$ cat src/rtl/adc_sampler_pkg.sv
// Shared types and constants for the multi-channel ADC sampler family.
package adc_sampler_pkg;

  localparam int AVG_LOG2_MAX = 4;

  typedef enum logic {
    IDLE = 1'b0,
    SEND = 1'b1
  } fsm_state_t;

  // Channel index width; a single-channel build still gets a 1-bit index.
  function automatic int ch_w(input int num_ch);
    return (num_ch > 1) ? $clog2(num_ch) : 1;
  endfunction

endpackage

$ cat src/rtl/sample_rate_divider.sv
// Programmable tick generator: one tick every rate_div+1 clk cycles while enabled.
module sample_rate_divider #(
  parameter int DIV_W = 16
) (
  input  logic             clk,
  input  logic             rst_n,
  input  logic             enable,
  input  logic [DIV_W-1:0] rate_div,
  output logic             tick
);

  logic [DIV_W-1:0] div_cnt;

  // >= rather than == so lowering rate_div below the running count ticks at once.
  assign tick = enable && (div_cnt >= rate_div);

  always_ff @(posedge clk or negedge rst_n) begin
    if (!rst_n) begin
      div_cnt <= '0;
    end else if (!enable || tick) begin
      div_cnt <= '0;
    end else begin
      div_cnt <= div_cnt + DIV_W'(1);
    end
  end

endmodule

$ cat src/rtl/adc_sampler_mc.sv
// Multi-channel ADC sampler: self-timed capture, optional block averaging,
// and a per-channel valid/ready word stream with sticky overrun.
module adc_sampler_mc
  import adc_sampler_pkg::*;
#(
  parameter int NUM_CH   = 2,
  parameter int ADC_W    = 12,
  parameter int AVG_LOG2 = 0,
  parameter int DIV_W    = 16
) (
  input  logic                      clk,
  input  logic                      rst_n,
  input  logic                      enable,
  input  logic [DIV_W-1:0]          rate_div,
  input  logic [NUM_CH*ADC_W-1:0]   adc_data,
  output logic                      sample_pulse,
  output logic                      out_valid,
  input  logic                      out_ready,
  output logic [ADC_W-1:0]          out_data,
  output logic [ch_w(NUM_CH)-1:0]   out_ch,
  output logic                      out_last,
  output logic                      overrun,
  input  logic                      clear_overrun
);

  localparam int CH_W  = ch_w(NUM_CH);
  localparam int ACC_W = ADC_W + AVG_LOG2;
  localparam int CNT_W = (AVG_LOG2 > 0) ? AVG_LOG2 : 1;
  localparam logic [CNT_W-1:0] CNT_LAST = CNT_W'((1 << AVG_LOG2) - 1);
  localparam logic [CH_W-1:0]  LAST_IDX = CH_W'(NUM_CH - 1);

  if (NUM_CH < 1 || NUM_CH > 8 || AVG_LOG2 < 0 || AVG_LOG2 > AVG_LOG2_MAX) begin : g_param_check
    $error("adc_sampler_mc: unsupported NUM_CH or AVG_LOG2");
  end

  logic             tick;
  logic             frame_done;
  logic [ACC_W-1:0] acc   [NUM_CH];
  logic [ACC_W-1:0] sum   [NUM_CH];
  logic [CNT_W-1:0] acc_cnt;
  logic [ADC_W-1:0] frame [NUM_CH];
  fsm_state_t       state, state_nxt;
  logic [CH_W-1:0]  idx, idx_nxt;
  logic             hs, load, drop;

  sample_rate_divider #(.DIV_W(DIV_W)) u_div (
    .clk      (clk),
    .rst_n    (rst_n),
    .enable   (enable),
    .rate_div (rate_div),
    .tick     (tick)
  );

  always_comb begin
    for (int k = 0; k < NUM_CH; k++) begin
      sum[k] = acc[k] + ACC_W'(adc_data[k*ADC_W +: ADC_W]);
    end
  end

  assign frame_done = tick && (acc_cnt == CNT_LAST);

  // Capture stage: accumulate each tick, restart on frame completion or stop.
  always_ff @(posedge clk or negedge rst_n) begin
    if (!rst_n) begin
      acc_cnt <= '0;
      for (int k = 0; k < NUM_CH; k++) acc[k] <= '0;
    end else if (!enable || frame_done) begin
      acc_cnt <= '0;
      for (int k = 0; k < NUM_CH; k++) acc[k] <= '0;
    end else if (tick) begin
      acc_cnt <= acc_cnt + CNT_W'(1);
      for (int k = 0; k < NUM_CH; k++) acc[k] <= sum[k];
    end
  end

  always_ff @(posedge clk or negedge rst_n) begin
    if (!rst_n) sample_pulse <= 1'b0;
    else        sample_pulse <= tick;
  end

  always_comb begin
    state_nxt = state;
    idx_nxt   = idx;
    load      = 1'b0;
    drop      = 1'b0;
    out_valid = (state == SEND);
    out_last  = out_valid && (idx == LAST_IDX);
    out_ch    = idx;
    out_data  = out_valid ? frame[idx] : '0;
    hs        = out_valid && out_ready;
    case (state)
      IDLE: begin
        if (frame_done) begin
          state_nxt = SEND;
          idx_nxt   = '0;
          load      = 1'b1;
        end
      end
      SEND: begin
        if (hs && out_last) begin
          // A frame finishing exactly as the last word leaves is not an overrun.
          idx_nxt = '0;
          if (frame_done) load = 1'b1;
          else            state_nxt = IDLE;
        end else begin
          if (hs) idx_nxt = idx + CH_W'(1);
          drop = frame_done;
        end
      end
      default: begin
        state_nxt = IDLE;
        idx_nxt   = '0;
      end
    endcase
  end

  // Output stage: frame buffer, stream FSM and overrun flag.
  always_ff @(posedge clk or negedge rst_n) begin
    if (!rst_n) begin
      state <= IDLE;
      idx   <= '0;
    end else begin
      state <= state_nxt;
      idx   <= idx_nxt;
    end
  end

  always_ff @(posedge clk or negedge rst_n) begin
    if (!rst_n) begin
      for (int k = 0; k < NUM_CH; k++) frame[k] <= '0;
    end else if (load) begin
      for (int k = 0; k < NUM_CH; k++) frame[k] <= ADC_W'(sum[k] >> AVG_LOG2);
    end
  end

  always_ff @(posedge clk or negedge rst_n) begin
    if (!rst_n)             overrun <= 1'b0;
    else if (drop)          overrun <= 1'b1;
    else if (clear_overrun) overrun <= 1'b0;
  end

endmodule

$ cat config.mk
export PLATFORM = sky130hd
export DESIGN_NAME = adc_sampler_mc
export DESIGN_NICKNAME = d
export VERILOG_FILES = /design/src/rtl/adc_sampler_pkg.sv /design/src/rtl/sample_rate_divider.sv /design/src/rtl/adc_sampler_mc.sv
export SDC_FILE = /design/constraint.sdc
export NUM_CORES = 1
export LEC_CHECK = 0
export BUFFER_PORTS_ARGS = -buffer_cell sky130_fd_sc_hd__buf_2
export CORE_MARGIN = 4
export CORE_UTILIZATION = 40
export DETAILED_ROUTE_END_ITERATION = 10
export PLACE_DENSITY = 0.58
export SYNTH_ARGS = -nofsm -noshare
export SYNTH_HDL_FRONTEND = slang
export SYNTH_SLANG_ARGS = --single-unit
export TNS_END_PERCENT = 10
$ cat constraint.sdc
create_clock -name clk -period 5.6 [get_ports clk]
set_input_delay 0.28 -clock clk [delete_from_list [all_inputs] [get_ports clk]]
set_output_delay 0.28 -clock clk [all_outputs]
set_load 0.005 [all_outputs]
After elaboration in Yosys (flattened, before gate mapping):

Index checks and enable logic that the tools add are counted.
W data, S select, Z words.

* bits in registers: 69
* input bits: 45
* output and inout port bits: 17
* logic and storage cells: 55

* $add $sub $neg: 5
* magnitude comparators: 2
* eq/ne operators: 2
* mux-type cells: 22
* bitwise gates (word level): 3
* reductions and logical operators: 11

Operators by type and width (number)
* $mux W12: 4
* $mux W24: 2
* $add A12 B12 Y12: 2
* $add A16 B1 Y16 const B: 1
* $ge A16 B16 Y1: 1
* $mux W16: 1
* $mux W1: 12
* $pmux W1 S2: 3
* $logic_and A1 B1 Y1: 5
* $reduce_bool A2 Y1: 2
* $ne A3 B1 Y1 const B: 1
* $add A1 B1 Y1 const B: 2
* $ge A2 B2 Y1 const B: 1
* $logic_or A1 B1 Y1: 2
* $ne A2 B2 Y1 const B: 1
* $not A1 Y1: 2
* $not A1 Y2: 1
* $reduce_and A2 Y1: 1
* $logic_not A1 Y1: 1

Logic depth before layout (Yosys ltp):

Gate-level depths: netlist of the first run.

* depth after elaboration: 6
* depth in mapped cells: 10
* depth with buffers taken out: 9

Modules after synthesis:

From an unflattened synthesis of the first run, not the netlist that was laid out.

* cells, all modules: 452
* area, all modules: 4377.9 um^2

By module, submodules not included
* adc_sampler_mc: instances 1, cells an instance 325, area each 3195.6 um^2, sequential area each 1326.3 um^2
* sample_rate_divider: instances 1, cells an instance 127, area each 1182.4 um^2, sequential area each 400.4 um^2

Worst setup path before layout of the first run:

OpenSTA, ideal clock, no wires.

* path kind: register -> register
* start point: reg u_div.div_cnt[6]
* end point: reg frame[10] in the netlist's numbering
* setup time: 0.127 ns
* data arrival time: 2.036 ns
* required time: 5.473 ns
* slack: 3.437 ns
* cell stages (with the launch flop): 8
* path buffers: 1
* period minus slack after synthesis: 2.163 ns
* path through: dfrtp_1 ha_1 a21o_1 a221o_1 a22oi_4 a21oi_4 buf_6 mux2_1

* cells in the longest elaborated chain, start to end: 6

RTL lines
* start: declaration: line sample_rate_divider.sv:12 `logic [DIV_W-1:0] div_cnt;`
* start signal: assignment: line sample_rate_divider.sv:23 `div_cnt <= div_cnt + DIV_W'(1);`
* $ge A16 B16 Y1 (*): line sample_rate_divider.sv:15 `assign tick = enable && (div_cnt >= rate_div);`
* $logic_and A1 B1 Y1 (*): line sample_rate_divider.sv:15
* $logic_and A1 B1 Y1 (*): line adc_sampler_mc.sv:60 `assign frame_done = tick && (acc_cnt == CNT_LAST);`
* $mux W1 (*): line adc_sampler_mc.sv:93, adc_sampler_mc.sv:103
* $mux W1: line adc_sampler_mc.sv:100 `if (hs && out_last) begin`
* $pmux W1 S2 (*): line adc_sampler_mc.sv:91 `case (state)`
* end: declaration: line adc_sampler_mc.sv:41 `logic [ADC_W-1:0] frame [NUM_CH];`

Every way passes the cells marked *; elsewhere a longest branch is shown, timed or not.
A chain may end at the register's enable or synchronous reset.

Final worst setup path of the first run:

* start point: reg u_div.div_cnt[13]
* end point: reg acc[5] in the netlist's numbering

* cells in the longest elaborated chain, start to end: 5
* elaborated cells on any way between the ends: 6
* classes of those cells: 1 x order compare; 1 x mux; 4 x reduce/logical

RTL lines
* $ge A16 B16 Y1 (*): line sample_rate_divider.sv:15
* $logic_and A1 B1 Y1 (*): line sample_rate_divider.sv:15
* $logic_and A1 B1 Y1: line adc_sampler_mc.sv:60
* $logic_or A1 B1 Y1: line adc_sampler_mc.sv:67 `end else if (!enable || frame_done) begin`
* $mux W24 / $reduce_bool A2 Y1 (equally long branches)
* end: declaration: line adc_sampler_mc.sv:38 `logic [ACC_W-1:0] acc [NUM_CH];`

Marks and branches as above.

==> run_results.csv, run 1 <==
group,metric,value,unit
timing,hold_viol_final,0,
clock_network,cts_tree,"done",
detailed_routing,first_pass_iters,4,
timing,max_freq,354.4,MHz
critical_path,cp.depth,6,
floorplanning,die-area,12470,um2
detailed_routing,ant_nets,0,
min_path,hp-class,"in2async",
clock_network,cts.path.max_buffers,2,
clock_network,cts_sinks,69,
power_and_ir_drop,power.share.clock,39.2,%
timing,fin_skew,7.963,ps
flow_run,cap_violations,0,
synth,ys_seq_elements,69,
global_route,grt.overflow.total,0,
outcome,outcome,"complete, no violations",
clock_network,clkTransAtPathRegs,70,ps
clock_network,insertion_delay,330,ps
critical_path,r2r.worst_path.cells,6,
critical_path,cp-start-kind,"flop",
critical_path,cpPeakStageDelay,890,ps
critical_path,crit_fanout,26,
finish,final_common_cell,"dfrtp_1",
place,gp_congestion,0.8362,
synth,synth_cell_types,46,
floorplanning,die_h,111.7,um
synth,synthesis.nets,494,
critical_path,cp_top_family,"compound AO/OA/AOI/OAI gates",
floorplanning,io_pins,62,
critical_path,required,5860,ps
power_and_ir_drop,p_seq_share,49.1,%
synth,synth.area.top_cells,"dfrtp_1 (40%), ha_1 (11%), mux2_1 (5.2%)",
timing,slew_headroom,19.80,%
synth,ys_async_sr_fraction,100.0,%
power_and_ir_drop,switching_share,24.29,%
global_route,grtUsageTotal,15.33,%
synth,seq_area_frac_synth,40.16,%
detailed_routing,drt_iter0_markers,98,
synth,synth_ff_type,"dfrtp_1",
global_route,grt_pass1_wl,15550,um
timing,setup_viol,0,
finish,n_antenna_cell,0,
floorplanning,start_util,41.27,%
timing,grt_setup_unrepaired,"no",
timing,tightestPinTransition,1203,ps
clock_network,root_buffer,"clkbuf_8",
timing,setup_tns,0,ps
clock_network,ctsHtreeMaxLevel,3,
power_and_ir_drop,p_int,0.8665,mW
detailed_routing,vias,3130,
synth,synth_edf_count,0,
timing,fin_crit_sh,50.38,%
clock_network,cts-resized-gates,0,
critical_path,crit_top_cell,"a21o_1",
place,dpl.hpwl,7072,um
critical_path,path_class,"reg2reg",
detailed_routing,viasPerCell,5.123,
power_and_ir_drop,p_per_area,231.6,nW/um2
power_and_ir_drop,leakagePower,2.604,nW
timing,layout_min_cycle_time,2822,ps
place,portBuffers,61,
timing,slew_viol_final,0,
power_and_ir_drop,ir_drop,0.1352,mV
finish,fillerInstances,981,
global_route,antenna_found_initial,0,
synth,ys_warn_count,0,
synth,synth_top_cell_by_area,"dfrtp_1",
finish,regArea,1727,um2
synth,avgSynthCellArea,10.54,um2
critical_path,path_cells,"ha_1 > a21o_1 > a21o_1 > a211oi_2 > and3_1 > a22o_1",
critical_path,crit_arrival,3080,ps
power_and_ir_drop,power_switching,0.2780,mW
timing,hold_slack,141.8,ps
floorplanning,dieWidth,111.7,um
detailed_routing,wl_per_cell,14.99,um
critical_path,worstSetupEndpointType,"flop",
critical_path,slowest_stage,"and3_1",
clock_network,hold_buffers,0,
floorplanning,coreArea,10420,um2
clock_network,numCtsBuffers,9,
finish,final_cell_mix,"dfrtp_1 (69), buf_2 (61), ha_1 (39)",
detailed_routing,drt_wl_total,9159,um
detailed_routing,drt_drc_violations_left,0,
power_and_ir_drop,p_total,1.144,mW
finish,multiInputGateArea,2394,um2
global_route,grt_max_degree,70,
synth,syn_area,4299,um2
clock_network,post_cts_buffers,0,
floorplanning,rows,37,
finish,drive_gt1_share,18.11,%
critical_path,cp_num_buf_inv,0,
global_route,grt_pass1_vias,3119,
finish,area_delta_synth_final,14.93,%
finish,final_nets,556,
synth,syn_inst,408,
synth,synth_top_area_share,40.16,%
power_and_ir_drop,p_comb_share,11.7,%
state kept, by name, summed over array words and instances (netlist names):
signal	cells
frame	24
acc_cnt	1
overrun	1
u_div.div_cnt	16
acc	24
sample_pulse	1
out_valid	1
out_ch	1
cell usage after synthesis, drive strengths merged (3+ instances only):
cell	count
a211oi	4
a21o	10
a21oi	19
a22o	24
a31oi	3
and2	3
and3	9
buf	8
clkbuf	3
dfrtp	69
ha	39
inv	30
mux2	24
mux2i	14
nand2	12
nand2b	4
nand3	13
nand4	6
nor2	29
nor2b	16
o211ai	4
o21ai	10
o31a	4
xnor2	18
xor2	14
cell families (layout without fill, tap and decap cells):
family,after synthesis,in the layout,synth area share [%]
mux,38,38,9.546
fa+ha+maj,41,41,12.28
simple gates,95,95,11.12
compound gates,92,92,16.12
xor+xnor,32,32,6.519
buf+inv,41,108,4.249
flops,69,69,40.16
stage by stage:
stage	cells	utilization, %	worst slack (ps)	instance area [um2]
floorplan	408	-	3437	4299
global placement	595	45.27	2890	4716
detailed placement	595	45.27	2806	4716
CTS	611	47.44	2782	4941
global route	611	47.44	2613	4941
finish	611	47.44	2778	4941
power by group through the flow:
stage	logic [mW]	clock network, mW	registers, mW
3_5_place_dp	0.137	0	0.571
3_3_place_gp	0.135	0	0.570
5_1_grt	0.154	0.486	0.566
4_1_cts	0.138	0.462	0.562
2_1_floorplan	0.110	0	0.541
6_report	0.134	0.449	0.561
layout make-up:
class                   count  area share, %
inverters                  30          2.279
clock buffers              12          3.140
well taps                 136          3.444
repair buffers             62          6.331
multi-input cells         298          48.44
flip-flops and latches     69          34.95
clock inverters             4          1.418
per-layer routing:
layer / wire, um / share of wire [%] / vias up / GRT usage [%]
met4: 44 / 0.48 / 0 / 5.191
met2: 4217 / 46 / 52 / 23.58
met5: 0 / 0 / - / 0
met3: 289 / 3.2 / 2 / 2.337
li1: - / - / 1595 / -
met1: 4607 / 50 / 1481 / 22.07
worst paths after layout:
| kind | startpoint | to | slack [ps] |
|---|---|---|---|
| worst max-delay path | u_div.div_cnt[13]$_DFF_PN0_ | acc[5]$_DFFE_PN0P_ | 2780 |
| worst min-delay path | rst_n | acc[10]$_DFFE_PN0P_ | 140 |
| worst max register to register | u_div.div_cnt[13]$_DFF_PN0_ | acc[5]$_DFFE_PN0P_ | 2780 |
| worst min register to register | frame[15]$_DFFE_PN0P_ | frame[15]$_DFFE_PN0P_ | 490 |
| max in group asynchronous | rst_n | acc[19]$_DFFE_PN0P_ | 4900 |
| min in group clk | clear_overrun | overrun$_DFFE_PN0P_ | 160 |
Note: power is estimated with default switching activity, not from simulation.
==> run 2, diff against run 1 <==
--- a/config.mk
+++ b/config.mk
@@ -5,6 +5,7 @@
 export SDC_FILE = /design/constraint.sdc
 export NUM_CORES = 1
 export LEC_CHECK = 0
+export ABC_AREA = 1
 export BUFFER_PORTS_ARGS = -buffer_cell sky130_fd_sc_hd__buf_2
 export CORE_MARGIN = 4
 export CORE_UTILIZATION = 40
==> constraint.sdc (replaced) <==
create_clock -name clk -period 2.7 [get_ports clk]
set_input_delay 0.135 -clock clk [delete_from_list [all_inputs] [get_ports clk]]
set_output_delay 0.135 -clock clk [all_outputs]
set_load 0.005 [all_outputs]
==> run 2 against run 1 <==
  * The run now ends with hold timing left
  * Cell count rose by 39%
  * Critical path type unchanged
  * Setup slack got worse by 2300 ps
  * Utilization rose by 0.16 points
  * Sequential power rose by 94%
  * Sequential cell count did not move
  * Non-clock buffer count rose by 4
  * Clock power rose to 2.6 times the previous value
  * Routed wire length rose by 30%
  * Count of clock-buffer cells in the layout fell by 2
  * Cell area rose by 12%
  * Hold slack got worse by 150 ps
  * Critical path depth rose by 2
==> run_results.csv, run 2 <==
group,metric,value,unit
outcome,outcome,"finished with violations",
outcome,violations,"hold timing",
timing,slew_viol_final,0,
synth,synth.area.top_cells,"dfrtp_1 (36%), nand2_1 (17%), ha_1 (10%)",
floorplanning,io_pins,62,
detailed_routing,wl_per_cell,13.99,um
detailed_routing,viasPerCell,5.124,
critical_path,cp_top_family,"compound AO/OA/AOI/OAI gates",
finish,area_delta_synth_final,14.31,%
floorplanning,die-area,13910,um2
critical_path,slowest_stage,"dfrtp_1",
critical_path,required,2960,ps
place,pre_cts_slack,488.0,ps
synth,synth_edf_count,0,
global_route,grtUsageTotal,18.03,%
critical_path,path_cells,"ha_1 > a21oi_1 > o21ai_1 > a21oi_4 > nand3_4 > inv_4 > nand2_1 > a21oi_1",
critical_path,worstReg2RegEnd,"u_div.div_cnt[9]$_DFF_PN0_",
synth,ys_warn_count,0,
power_and_ir_drop,p_total,2.514,mW
floorplanning,start_util,41.64,%
clock_network,numCtsBuffers,9,
critical_path,crit_arrival,2460,ps
global_route,grt.overflow.total,0,
critical_path,crit_top_cell,"a21oi_1",
timing,fin_skew,6.570,ps
detailed_routing,drt_drc_violations_left,0,
timing,hold_viol_final,4,
synth,yosysMostFrequentCell,"nand2_1",
critical_path,cpPeakStageDelay,460,ps
detailed_routing,drt_wl_total,11920,um
synth,avgSynthCellArea,7.486,um2
min_path,hp-class,"in2async",
power_and_ir_drop,ir_drop,0.4158,mV
synth,seq_area_frac_synth,35.71,%
power_and_ir_drop,p_per_area,454.8,nW/um2
clock_network,cts_tree,"done",
floorplanning,coreArea,11610,um2
power_and_ir_drop,leakagePower,3.140,nW
global_route,grt_pass1_vias,4241,
timing,setup_viol,0,
finish,top_regs,"acc (24), frame (24), u_div.div_cnt (16)",
critical_path,cp-start-kind,"flop",
synth,ys_async_sr_fraction,100.0,%
critical_path,timing.rr.start,"u_div.div_cnt[9]$_DFF_PN0_",
clock_network,root_buffer,"clkbuf_16",
detailed_routing,ant_nets,0,
timing,fin_crit_sh,81.49,%
global_route,antenna_found_initial,0,
synth,synth_top_cell_by_area,"dfrtp_1",
detailed_routing,vias,4366,
flow_run,cap_violations,0,
clock_network,cts.path.max_buffers,2,
timing,tightestPinTransition,885.3,ps
critical_path,worstSetupEndpointType,"flop",
clock_network,cts_sinks,69,
clock_network,clkTransAtPathRegs,60,ps
place,dpl.hpwl,9162,um
timing,finalWorstSetupSlack,499.9,ps
place,portBuffers,61,
critical_path,path_class,"reg2reg",
synth,syn_area,4836,um2
timing,hold_slack,-7.572,ps
synth,synth_top_area_share,35.71,%
timing,layout_min_cycle_time,2200,ps
floorplanning,rows,39,
timing,setup_tns,0,ps
synth,ys_seq_elements,69,
global_route,grt_max_degree,70,
detailed_routing,drt_iter0_markers,225,
floorplanning,die_h,118.0,um
timing,grt_setup_unrepaired,"no",
timing,slew_headroom,40.98,%
synth,synth_commonest_cells,"nand2_1 (218), inv_1 (71), dfrtp_1 (69)",
critical_path,r2r.worst_path.cells,8,
finish,final_common_cell,"nand2_1",
critical_path,crit_fanout,27,
clock_network,ctsHtreeMaxLevel,3,
finish,drive_gt1_share,14.67,%
global_route,grt_pass1_wl,20680,um
timing,max_freq,454.5,MHz
clock_network,insertion_delay,340,ps
finish,final_nets,790,
detailed_routing,first_pass_iters,4,
finish,n_antenna_cell,0,
finish,final_cell_mix,"nand2_1 (218), inv_1 (71), dfrtp_1 (69)",
synth,synth_ff_type,"dfrtp_1",
synth,synthesis.nets,732,
critical_path,r2r_slack,500,ps
synth,synth_cell_types,38,
critical_path,cp_num_buf_inv,1,
place,gp_congestion,0.8507,
clock_network,post_cts_buffers,0,
floorplanning,dieWidth,118.0,um
synth,syn_inst,646,
==> run 2: cell count changes after synthesis, moves of 5 or more <==
cell | before | now
nand2_1 | 12 | 218
nand4_1 | 6 | 52
inv_1 | 30 | 71
a22o_1 | 24 | 0
nand3_1 | 13 | 35
mux2_1 | 20 | 0
nor2b_1 | 16 | 0
mux2i_1 | 14 | 0
nor2_1 | 29 | 40
a21oi_1 | 18 | 28
xor2_1 | 14 | 4
a21o_1 | 10 | 2
and3_1 | 9 | 1
nor3_2 | 0 | 5
==> run 2: how the worst max path moves through the flow <==
stage / from / to / slack [ps] / cells after the start
6_report: u_div.div_cnt[9]$_DFF_PN0_ / u_div.div_cnt[9]$_DFF_PN0_ / 500 / 8
5_1_grt: u_div.div_cnt[9]$_DFF_PN0_ / u_div.div_cnt[9]$_DFF_PN0_ / 300 / 8
4_1_cts: u_div.div_cnt[9]$_DFF_PN0_ / u_div.div_cnt[9]$_DFF_PN0_ / 470 / 8
3_5_place_dp: u_div.div_cnt[9]$_DFF_PN0_ / u_div.div_cnt[9]$_DFF_PN0_ / 490 / 8
3_3_place_gp: u_div.div_cnt[9]$_DFF_PN0_ / u_div.div_cnt[9]$_DFF_PN0_ / 580 / 8
2_1_floorplan: u_div.div_cnt[9]$_DFF_PN0_ / acc[19]$_DFFE_PN0P_ / 980 / 8
==> run 2: logic make-up (layout without fill, tap and decap cells) <==
kind of cell | after synthesis | count (layout) | synth area share [%]
compound gates | 50 | 50 | 6.002
xor+xnor | 18 | 18 | 3.260
fa+ha+maj | 41 | 41 | 10.92
buf+inv | 95 | 158 | 8.512
flops | 69 | 69 | 35.71
simple gates | 373 | 373 | 35.60
==> run 2: timing repair <==
item | 4_1_cts | 5_1_grt
resized for setup | 0 | 0
hold buffers | 1 | 0
hold endpoints to repair | 1 | 0
==> run 2: layout make-up <==
type	count	area, um2
multi-input cells	482	2698
repair buffers	66	345.3
well taps	143	178.9
inverters	76	287.8
fillers	1165	6086
clock inverters	6	62.56
flip-flops and latches	69	1727
clock buffers	10	229.0
==> run 2: report_power, final <==
part           leakage, nW  switching [mW]  internal, mW
sequential           0.955          0.0259          1.06
clock                0.147           0.455         0.715
combinational         2.04           0.164        0.0896
==> run 2: metal layers <==
metal | share of wire, % | up-vias | track usage, %
li1 | - | 2250 | -
met1 | 52 | 2013 | 26.33
met2 | 43 | 95 | 27.09
met3 | 4.8 | 8 | 4.133
met4 | 0.90 | 0 | 4.176
met5 | 0 | - | 0
==> run 2: through the flow <==
step	instance area, um2	utilization, %	hold WS, ps	instances
floorplan	4836	-	-160.6	646
global placement	5226	45.00	328.1	835
detailed placement	5226	45.00	332.1	835
CTS	5528	47.60	41.74	852
global route	5528	47.60	80.85	852
finish	5528	47.60	-7.572	852
==> run 3, diff against run 2 <==
--- a/config.mk
+++ b/config.mk
@@ -5,7 +5,7 @@
 export SDC_FILE = /design/constraint.sdc
 export NUM_CORES = 1
 export LEC_CHECK = 0
-export ABC_AREA = 1
+export ABC_AREA = 0
 export BUFFER_PORTS_ARGS = -buffer_cell sky130_fd_sc_hd__buf_2
 export CORE_MARGIN = 4
 export CORE_UTILIZATION = 40
==> constraint.sdc (replaced) <==
create_clock -name clk -period 2.3 [get_ports clk]
set_input_delay 0.115 -clock clk [delete_from_list [all_inputs] [get_ports clk]]
set_output_delay 0.115 -clock clk [all_outputs]
set_load 0.005 [all_outputs]
==> run 3 against run 2 <==
  * The run now ends clean
  * Setup slack got worse by 380 ps
  * First-iteration DRC count decreased by 44%
  * Sequential share of layout area increased by 1.8 points
  * Clock skew increased by 9.2 ps
  * Sequential power increased by 20%
  * Routed wire length decreased by 19%
  * Hold slack improved by 140 ps
  * Sequential cell count unchanged
  * Clock power decreased by 5%
  * Via count decreased by 25%
  * Register-to-register slack got worse by 380 ps
  * Critical path type unchanged
==> run_results.csv, run 3 (same netlist as run 1, synthesis figures left out) <==
group,metric,value,unit
outcome,outcome,"complete, no violations",
timing,grt_setup_unrepaired,"yes",
critical_path,timing.rr.start,"acc[0]$_DFFE_PN0P_",
clock_network,numCtsBuffers,9,
timing,max_freq,457.9,MHz
timing,tightestPinTransition,494.7,ps
flow_run,cap_violations,0,
timing,hold_slack,135.6,ps
place,pre_cts_slack,-19.36,ps
critical_path,r2r.worst_path.cells,9,
global_route,grtUsageTotal,16.22,%
finish,final_nets,581,
detailed_routing,drt_drc_violations_left,0,
power_and_ir_drop,p_per_area,544.4,nW/um2
clock_network,cts.path.max_buffers,2,
clock_network,clkTransAtPathRegs,70,ps
detailed_routing,first_pass_iters,4,
critical_path,worstSetupEndpointType,"flop",
timing,setup_tns,0,ps
power_and_ir_drop,ir_drop,0.2813,mV
clock_network,root_buffer,"clkbuf_8",
finish,final_cell_mix,"dfrtp_1 (69), buf_2 (61), ha_1 (37)",
clock_network,insertion_delay,340,ps
min_path,holdPathEnd,"out_ch$_DFFE_PN0P_",
finish,fillerInstances,958,
finish,final_common_cell,"dfrtp_1",
timing,fin_skew,15.78,ps
timing,slew_viol_final,0,
timing,fin_crit_sh,94.95,%
finish,n_antenna_cell,0,
critical_path,cp-start-kind,"flop",
min_path,hold_depth,3,
power_and_ir_drop,leakagePower,2.737,nW
critical_path,r2r_slack,120,ps
floorplanning,io_pins,62,
critical_path,required,2520,ps
floorplanning,start_util,41.27,%
min_path,hold_start,"out_ready",
critical_path,crit_fanout,3,
detailed_routing,drt_wl_total,9671,um
floorplanning,rows,37,
finish,top_regs,"acc (24), frame (24), u_div.div_cnt (16)",
detailed_routing,drt_iter0_markers,127,
critical_path,path_class,"reg2reg",
floorplanning,die-area,12470,um2
global_route,grt.overflow.total,0,
timing,hold_viol_final,0,
finish,regArea,1727,um2
floorplanning,dieWidth,111.7,um
place,dpl.hpwl,7642,um
place,gp_congestion,0.8354,
clock_network,cts_sinks,69,
finish,area_delta_synth_final,21.57,%
floorplanning,die_h,111.7,um
timing,setup_viol,0,
clock_network,ctsHtreeMaxLevel,3,
global_route,grt_pass1_wl,16360,um
min_path,hp-class,"in2reg",
global_route,grt_max_degree,25,
finish,drive_gt1_share,24.20,%
detailed_routing,wl_per_cell,15.21,um
detailed_routing,vias,3269,
timing,slew_headroom,67.02,%
finish,multiInputGateArea,2459,um2
critical_path,worstReg2RegEnd,"frame[10]$_DFFE_PN0P_",
timing,layout_min_cycle_time,2184,ps
clock_network,cts_tree,"done",
detailed_routing,viasPerCell,5.140,
timing,finalWorstSetupSlack,116.2,ps
power_and_ir_drop,p_total,2.845,mW
finish,final_core_util,50.17,%
critical_path,crit_arrival,2400,ps
place,portBuffers,61,
floorplanning,coreArea,10420,um2
detailed_routing,ant_nets,0,
global_route,antenna_found_initial,0,
global_route,grt_pass1_vias,3400,
[run 3: cell types whose count changed in the layout (fill, tap and decap cells not counted), moves of 11 or more]
cell / previous run / this run
mux2i_1: 0 / 14
mux2_1: 0 / 20
a21oi_1: 28 / 17
nor2b_1: 0 / 16
nor2_1: 40 / 28
inv_1: 71 / 30
nand2_1: 218 / 12
nand4_1: 52 / 6
buf_4: 4 / 21
a22o_1: 0 / 24
nand3_1: 35 / 12
[run 3: area by class of cell]
| class | count | area share [%] |
|---|---|---|
| Sequential cell | 69 | 33.04 |
| Clock inverter | 6 | 1.652 |
| Timing Repair Buffer | 87 | 10.22 |
| Inverter | 30 | 2.155 |
| Clock buffer | 10 | 2.633 |
| Multi-Input combinational cell | 298 | 47.04 |
| Tap cell | 136 | 3.256 |
[run 3: critical path: stages (launching register included)]
cell	delay, ps
dfrtp_1	380
ha_1	220
inv_1	80
fa_1	200
nor2b_1	60
o31a_1	260
o211ai_1	280
a211o_1	180
nand3_2	110
mux2_1	300
[run 3: worst max path at each step]
stage	startpoint	slack [ps]	to	cells past startpoint
2_1_floorplan	u_div.div_cnt[6]$_DFF_PN0_	140	frame[10]$_DFFE_PN0P_	7
3_3_place_gp	acc[2]$_DFFE_PN0P_	20	frame[11]$_DFFE_PN0P_	8
3_5_place_dp	u_div.div_cnt[15]$_DFF_PN0_	-20	frame[13]$_DFFE_PN0P_	8
4_1_cts	acc[2]$_DFFE_PN0P_	-20	frame[11]$_DFFE_PN0P_	8
5_1_grt	acc[0]$_DFFE_PN0P_	-10	frame[10]$_DFFE_PN0P_	9
6_report	acc[0]$_DFFE_PN0P_	120	frame[10]$_DFFE_PN0P_	9
[run 3: through the flow]
step / cells / instance area [um2]
after floorplan: 408 / 4299
after global placement: 617 / 4906
after detailed placement: 617 / 4906
after CTS: 635 / 5152
after global routing: 636 / 5226
final: 636 / 5226
[run 3: power by group]
group | switching [mW] | internal [mW] | leakage [nW]
Combinational | 0.227 | 0.198 | 1.68
Sequential | 0.0370 | 1.27 | 0.945
Clock | 0.474 | 0.638 | 0.112
[run 3: routing by layer]
metal	GRT usage, %	up-vias	part of all wire (%)
met5	0	-	0
met3	3.207	7	3.2
met2	26.54	49	48
met4	4.136	0	0.91
li1	-	1638	-
met1	22.12	1575	48
[run 3: what timing repair did]
action / in CTS / in global routing
setup buffers: 0 / 1
hold endpoints to repair: 18 / 0
hold buffers: 2 / 0
resized for setup: 1 / 15
setup endpoints to repair: 24 / 50
pin swaps: 0 / 6
